## config.mk

```make
export PLATFORM = sky130hd
export DESIGN_NAME = steer_branch_flat
export DESIGN_NICKNAME = d
export VERILOG_FILES = /design/src/rtl/steer_branch_if.sv /design/src/rtl/steer_branch.sv /design/src/flat_wrapper.sv
export SDC_FILE = /design/constraint.sdc
export NUM_CORES = 1
export LEC_CHECK = 0
export ABC_AREA = 1
export BUFFER_PORTS_ARGS = -buffer_cell sky130_fd_sc_hd__buf_2
export CORE_ASPECT_RATIO = 0.5
export CORE_MARGIN = 1
export CORE_UTILIZATION = 56
export DETAILED_ROUTE_END_ITERATION = 16
export PLACE_DENSITY_LB_ADDON = 0.12
export RECOVER_POWER = 100
export REMOVE_ABC_BUFFERS = 1
export SETUP_SLACK_MARGIN = 0.2
export SKIP_CTS_REPAIR_TIMING = 1
export SKIP_LAST_GASP = 1
export SYNTH_ARGS = -nofsm -noshare
export SYNTH_HDL_FRONTEND = slang
export SYNTH_SLANG_ARGS = --single-unit
```

## constraint.sdc

```tcl
create_clock -name CLK -period 2.5 [get_ports CLK]
set_input_delay 0 -clock CLK [delete_from_list [all_inputs] [get_ports CLK]]
set_output_delay 0 -clock CLK [all_outputs]
set_load 0.005 [all_outputs]
```

## src/rtl/steer_branch_if.sv

```systemverilog
// Token handshake bundle for the steer operator: condition/data inputs, true/false arms and
// the sticky overflow flag.
interface steer_branch_if #(
    parameter int unsigned N = 16
);
    logic         EN;
    logic         R_COND;
    logic [N-1:0] D_COND;
    logic         R_DATA;
    logic [N-1:0] D_DATA;
    logic         R_OUT_T;
    logic [N-1:0] D_OUT_T;
    logic         R_OUT_F;
    logic [N-1:0] D_OUT_F;
    logic         OVF;

    modport master (
        output EN, R_COND, D_COND, R_DATA, D_DATA,
        input  R_OUT_T, D_OUT_T, R_OUT_F, D_OUT_F, OVF
    );

    modport slave (
        input  EN, R_COND, D_COND, R_DATA, D_DATA,
        output R_OUT_T, D_OUT_T, R_OUT_F, D_OUT_F, OVF
    );
endinterface

```

## src/rtl/steer_branch.sv

```systemverilog
// Dataflow steer: pairs condition and data tokens in FIFO order and forwards the data on the
// true or false arm. Each input has a DEPTH-entry queue with same-cycle bypass when empty.
module steer_branch #(
    parameter int unsigned N     = 16,
    parameter int unsigned DEPTH = 2
) (
    input logic           CLK,
    input logic           RST,
    steer_branch_if.slave bus
);
    localparam int unsigned PW = (DEPTH > 1) ? $clog2(DEPTH) : 1;
    localparam int unsigned CW = $clog2(DEPTH + 1);
    localparam logic [CW-1:0] FullCnt = CW'(DEPTH);

    // Index 0 is the condition queue, index 1 the data queue.
    logic [N-1:0]  mem_q [2][DEPTH];
    logic [PW-1:0] rd_q  [2];
    logic [PW-1:0] wr_q  [2];
    logic [CW-1:0] cnt_q [2];

    logic          arr_v [2];
    logic [N-1:0]  arr_d [2];
    logic          empty [2];
    logic          full  [2];
    logic          avail [2];
    logic [N-1:0]  head  [2];
    logic          pop   [2];
    logic          push  [2];
    logic          drop  [2];
    logic          match;
    logic          cond_true;

    logic          r_t_q;
    logic          r_f_q;
    logic [N-1:0]  d_t_q;
    logic [N-1:0]  d_f_q;
    logic          ovf_q;

    always_comb begin
        arr_v[0] = bus.R_COND;
        arr_d[0] = bus.D_COND;
        arr_v[1] = bus.R_DATA;
        arr_d[1] = bus.D_DATA;
        for (int i = 0; i < 2; i++) begin
            empty[i] = (cnt_q[i] == '0);
            full[i]  = (cnt_q[i] == FullCnt);
            avail[i] = !empty[i] || arr_v[i];
            // An empty queue exposes this cycle's arrival as its head.
            head[i]  = empty[i] ? arr_d[i] : mem_q[i][rd_q[i]];
        end
        match     = bus.EN && avail[0] && avail[1];
        cond_true = |head[0];
        for (int i = 0; i < 2; i++) begin
            pop[i]  = match && !empty[i];
            // A bypassed arrival is consumed directly and never enters the queue.
            push[i] = bus.EN && arr_v[i] && !(match && empty[i]) && (!full[i] || pop[i]);
            drop[i] = bus.EN && arr_v[i] && full[i] && !pop[i];
        end
    end

    always_ff @(posedge CLK) begin
        if (RST) begin
            for (int i = 0; i < 2; i++) begin
                rd_q[i]  <= '0;
                wr_q[i]  <= '0;
                cnt_q[i] <= '0;
            end
            r_t_q <= 1'b0;
            r_f_q <= 1'b0;
            d_t_q <= '0;
            d_f_q <= '0;
            ovf_q <= 1'b0;
        end else begin
            for (int i = 0; i < 2; i++) begin
                if (pop[i]) begin
                    rd_q[i] <= rd_q[i] + PW'(1);
                end
                if (push[i]) begin
                    wr_q[i] <= wr_q[i] + PW'(1);
                end
                if (push[i] && !pop[i]) begin
                    cnt_q[i] <= cnt_q[i] + CW'(1);
                end else if (pop[i] && !push[i]) begin
                    cnt_q[i] <= cnt_q[i] - CW'(1);
                end
            end
            r_t_q <= match && cond_true;
            r_f_q <= match && !cond_true;
            if (match && cond_true) begin
                d_t_q <= head[1];
            end
            if (match && !cond_true) begin
                d_f_q <= head[1];
            end
            if (drop[0] || drop[1]) begin
                ovf_q <= 1'b1;
            end
        end
    end

    // Queue storage needs no reset; occupancy is tracked by the counters.
    always_ff @(posedge CLK) begin
        for (int i = 0; i < 2; i++) begin
            if (push[i]) begin
                mem_q[i][wr_q[i]] <= arr_d[i];
            end
        end
    end

    assign bus.R_OUT_T = r_t_q;
    assign bus.R_OUT_F = r_f_q;
    assign bus.D_OUT_T = d_t_q;
    assign bus.D_OUT_F = d_f_q;
    assign bus.OVF     = ovf_q;
endmodule

```

## src/flat_wrapper.sv

```systemverilog
// flat-port wrapper written by rule: the top's interface ports become plain ports
module steer_branch_flat 
#(
    parameter int unsigned N     = 16,
    parameter int unsigned DEPTH = 2
)
  (CLK, RST, bus_EN, bus_R_COND, bus_D_COND, bus_R_DATA, bus_D_DATA, bus_R_OUT_T, bus_D_OUT_T, bus_R_OUT_F, bus_D_OUT_F, bus_OVF);
  steer_branch_if #(.N(N)) bus_i ();
  input logic CLK;
  input logic RST;
  input wire logic [$bits(bus_i.EN)-1:0] bus_EN;
  input wire logic [$bits(bus_i.R_COND)-1:0] bus_R_COND;
  input wire logic [$bits(bus_i.D_COND)-1:0] bus_D_COND;
  input wire logic [$bits(bus_i.R_DATA)-1:0] bus_R_DATA;
  input wire logic [$bits(bus_i.D_DATA)-1:0] bus_D_DATA;
  output wire logic [$bits(bus_i.R_OUT_T)-1:0] bus_R_OUT_T;
  output wire logic [$bits(bus_i.D_OUT_T)-1:0] bus_D_OUT_T;
  output wire logic [$bits(bus_i.R_OUT_F)-1:0] bus_R_OUT_F;
  output wire logic [$bits(bus_i.D_OUT_F)-1:0] bus_D_OUT_F;
  output wire logic [$bits(bus_i.OVF)-1:0] bus_OVF;
  assign bus_i.EN = bus_EN;
  assign bus_i.R_COND = bus_R_COND;
  assign bus_i.D_COND = bus_D_COND;
  assign bus_i.R_DATA = bus_R_DATA;
  assign bus_i.D_DATA = bus_D_DATA;
  assign bus_R_OUT_T = bus_i.R_OUT_T;
  assign bus_D_OUT_T = bus_i.D_OUT_T;
  assign bus_R_OUT_F = bus_i.R_OUT_F;
  assign bus_D_OUT_F = bus_i.D_OUT_F;
  assign bus_OVF = bus_i.OVF;
  steer_branch #(.N(N), .DEPTH(DEPTH)) u_core (.CLK(CLK), .RST(RST), .bus(bus_i));
endmodule
```

==> results.sh <==
export IMPL_period_needed_ns=2.09
export IMPL_ir_worst_vdd_uv=444
export IMPL_tightest_slew_ns=0.603
export IMPL_track_usage_pct=23.5
export IMPL_vias=3517
export IMPL_r2r_worst_path_cells=8
export IMPL_yosysWarningCount=0
export IMPL_antenna_found_initial=0
export IMPL_place_area_um2=5070
export IMPL_drv_slew=0
export IMPL_wl_per_cell_um=12.7
export IMPL_cts_sinks=107
export IMPL_die_h_um=66.0
export IMPL_nets=659
export IMPL_io_buffers=71
export IMPL_status="completed"
export IMPL_nFillCells=611
export IMPL_first_iter_violations=188
export IMPL_grt_pass1_vias=3193
export IMPL_avgViaCountPerCell=4.80
export IMPL_path_class="flip-flop to flip-flop"
export IMPL_syn_cell_area_um2=4590
export IMPL_slowest_stage="nor2_1"
export IMPL_num_rows=22
export IMPL_seq_area_frac_synth_pct=62.4
export IMPL_finalInstanceArea_um2=5690
export IMPL_area_growth_pct=24.0
export IMPL_clock_power_share_pct=36.6
export IMPL_holdWs_ns=0.0419
export IMPL_reg2reg_to="u_core.mem_q[0][48]"
export IMPL_crit_path_frequent_cell="nand2_1"
export IMPL_clockBufferDepth=2
export IMPL_rrSetupSlack_ns=0.41
export IMPL_pwr_share_comb_pct=15.3
export IMPL_grt_pass1_wl_um=14900
export IMPL_dieWidth_um=130
export IMPL_worstPathCellList="nor2_1 -> nand2_1 -> nand2_1 -> nand2_1 -> a21oi_1 -> inv_1 -> nor2_1 -> clkbuf_2"
export IMPL_drt_wl_total_um=9330
export IMPL_cts_htree_levels=3
export IMPL_drc_errors=0
export IMPL_worst_skew_pair_late_latency_ns=0.35
export IMPL_critPathRequiredTime_ns=2.54
export IMPL_slew_headroom_pct=59.6
export IMPL_critPathLaunchType="flip-flop"
export IMPL_io_pins=72
export IMPL_syn_inst=510
export IMPL_seq_area_um2=2860
export IMPL_initial_core_util_pct=60.2
export IMPL_diodes=0
export IMPL_dp_hpwl_um=6020
export IMPL_drtAntennaViolNets=0
export IMPL_pwr_share_seq_pct=48.0
export IMPL_crit_path_max_fanout=8
export IMPL_crit_path_start="u_core.cnt_q[0][0]"
export IMPL_setup_violations_final=0
export IMPL_ys_ff_latch=107
export IMPL_crit_arrival_ns=2.13
export IMPL_coreArea_um2=7620
export IMPL_multiInputGateArea_um2=1390
export IMPL_cts_buffers=9
export IMPL_cp_end_kind="flip-flop"
export IMPL_critPathMaxStageDelay_ns=0.42
export IMPL_globalplace_congestion=0.795
export IMPL_fmax_ghz=0.478
export IMPL_finalHoldViolCount=0
export IMPL_cts_root_buf="clkbuf_16"
export IMPL_cts_clk_slew_worst_paths_ns=0.07
export IMPL_die_area_um2=8580
export IMPL_grt_max_degree=34
export IMPL_internal_power_mw=3.21
export IMPL_period_share_pct=83.7
export IMPL_p_per_area_nw_per_um2=755
export IMPL_utilization_pct=74.6
export IMPL_power_switching_mw=1.08
export IMPL_grt_overflow=0
export IMPL_drive_gt1_share_pct=10.6
export IMPL_cts_tree="yes"
export IMPL_firstDrtPassIters=4
export IMPL_critPathCapture="u_core.mem_q[0][48]"
export IMPL_synth_cell_type_count=30
export IMPL_syn_area_per_cell_um2=8.99
export IMPL_swShare_pct=25.2
export IMPL_maxCapViolations=0
export IMPL_r2r_start="u_core.cnt_q[0][0]"
export IMPL_fin_cells=733
export IMPL_hp_class="input pin to flip-flop"
export IMPL_rsz0062_at_grt="false"
export IMPL_p_leak_nw=2.54
export IMPL_setup_tns_ns=0
export IMPL_fin_worst_skew_ns=0.0101
export IMPL_dp_cells=684
-- flip-flops by register name, summed over array words and instances, names as in the netlist --
name,flops
u_core.bus.D_OUT_T,16
u_core.bus.R_OUT_T,1
u_core.rd_q,2
u_core.cnt_q,4
u_core.mem_q,64
u_core.bus.R_OUT_F,1
u_core.bus.OVF,1
u_core.bus.D_OUT_F,16
u_core.wr_q,2
-- cell type report --
class                      instances  area share [%]
tap                              108            2.38
clock buffer                      13            5.32
timing repair buffer             115            12.5
sequential                       107            50.3
inverter                          64            4.22
clock inverter                     3           0.836
multi-input combinational        323            24.4
-- per-stage QoR --
stage | power (mW) | setup slack, ns
2_1_floorplan | 2.49 | 0.0261
3_3_place_gp | 2.71 | 0.647
3_5_place_dp | 2.73 | 0.578
4_1_cts | 4.30 | 0.569
5_1_grt | 4.49 | 0.199
6_report | 4.29 | 0.408
-- cells by family after synthesis --
| group | synth area share (%) |
|---|---|
| simple gates | 24.8 |
| flops | 62.4 |
| buf+inv | 7.28 |
| compound gates | 4.58 |
| xor+xnor | 0.382 |
| fa+ha+maj | 0.545 |
-- layer usage --
metal  part of all wire, %  vias up  routed length (um)  GRT usage, %
met5                     0        -                   0             0
met2                    48       77                4510          40.4
met3                   3.9        6                 360          5.42
met1                    47     1603                4390          28.9
li1                      -     1831                   -             -
met4                  0.75        0                  70          9.59
-- worst max-delay path: cells and delay by family, from the launching register on --
| family | cells | cell delay, ns |
|---|---|---|
| simple gates | 5 | 0.91 |
| flops | 1 | 0.41 |
| buf+inv | 2 | 0.35 |
| compound gates | 1 | 0.12 |
-- worst min path at each step --
stage / depth (start not counted) / end / slack, ns / startpoint
after floorplan: 1 / u_core.bus.R_OUT_F / 0.07 / RST
after global placement: 1 / u_core.mem_q[0][60] / 0.21 / bus_D_DATA[12]
after detailed placement: 1 / u_core.mem_q[0][7] / 0.21 / bus_D_COND[7]
final: 3 / u_core.bus.OVF / 0.04 / bus_R_DATA
after global routing: 3 / u_core.bus.OVF / 0.09 / bus_R_DATA
after CTS: 1 / u_core.mem_q[0][32] / -0.15 / bus_D_DATA[0]
-- power groups by stage --
stage | Sequential, mW | Clock (mW) | Combinational, mW
after floorplan | 2.11 | 0 | 0.387
after global placement | 2.10 | 0 | 0.618
after detailed placement | 2.10 | 0 | 0.628
after CTS | 2.06 | 1.60 | 0.634
after global routing | 2.07 | 1.66 | 0.756
final | 2.06 | 1.57 | 0.659
-- cells in the final DEF, fill, tap and decap left out, types with 2 or more instances in the layout --
cell and instances:
nor2_1 130, nand2_1 119, edfxtp_1 72, inv_1 59, clkbuf_1 42, a21oi_1 36
dfxtp_1 35, dlygate4sd3_1 33, buf_2 29, nand3_1 12, clkbuf_16 11, buf_4 9
nand3b_1 4, inv_2 3, nand4_1 3, nand3_2 3, clkinv_1 2, o21ai_0 2
ha_1 2, clkbuf_8 2, clkbuf_2 2
-- synthesized netlist by cell type --
cell type,instances,area [um^2]
xor2_1,1,8.76
buf_2,6,30.0
clkbuf_1,5,18.8
buf_6,2,22.5
o32ai_1,1,8.76
o21ai_0,2,10.0
inv_1,58,218
nor2_1,129,484
xnor2_1,1,8.76
a21oi_1,36,180
o21ai_1,1,5.00
dfxtp_1,35,701
a31oi_1,1,6.26
clkinv_1,2,7.51
nand2_1,119,447
inv_2,4,15.0
buf_4,3,22.5
and3_1,1,6.26
nand3_4,1,17.5
edfxtp_1,72,2160
nand4_1,3,18.8
nand3_1,12,60.1
nand3_2,3,30.0
nand2_2,1,6.26
nor3b_1,1,7.51
and2_0,1,6.26
nand3b_1,4,30.0
ha_1,2,25.0
nor2_2,2,12.5
nor2_4,1,11.3
Power figures use the tool's default switching activity.
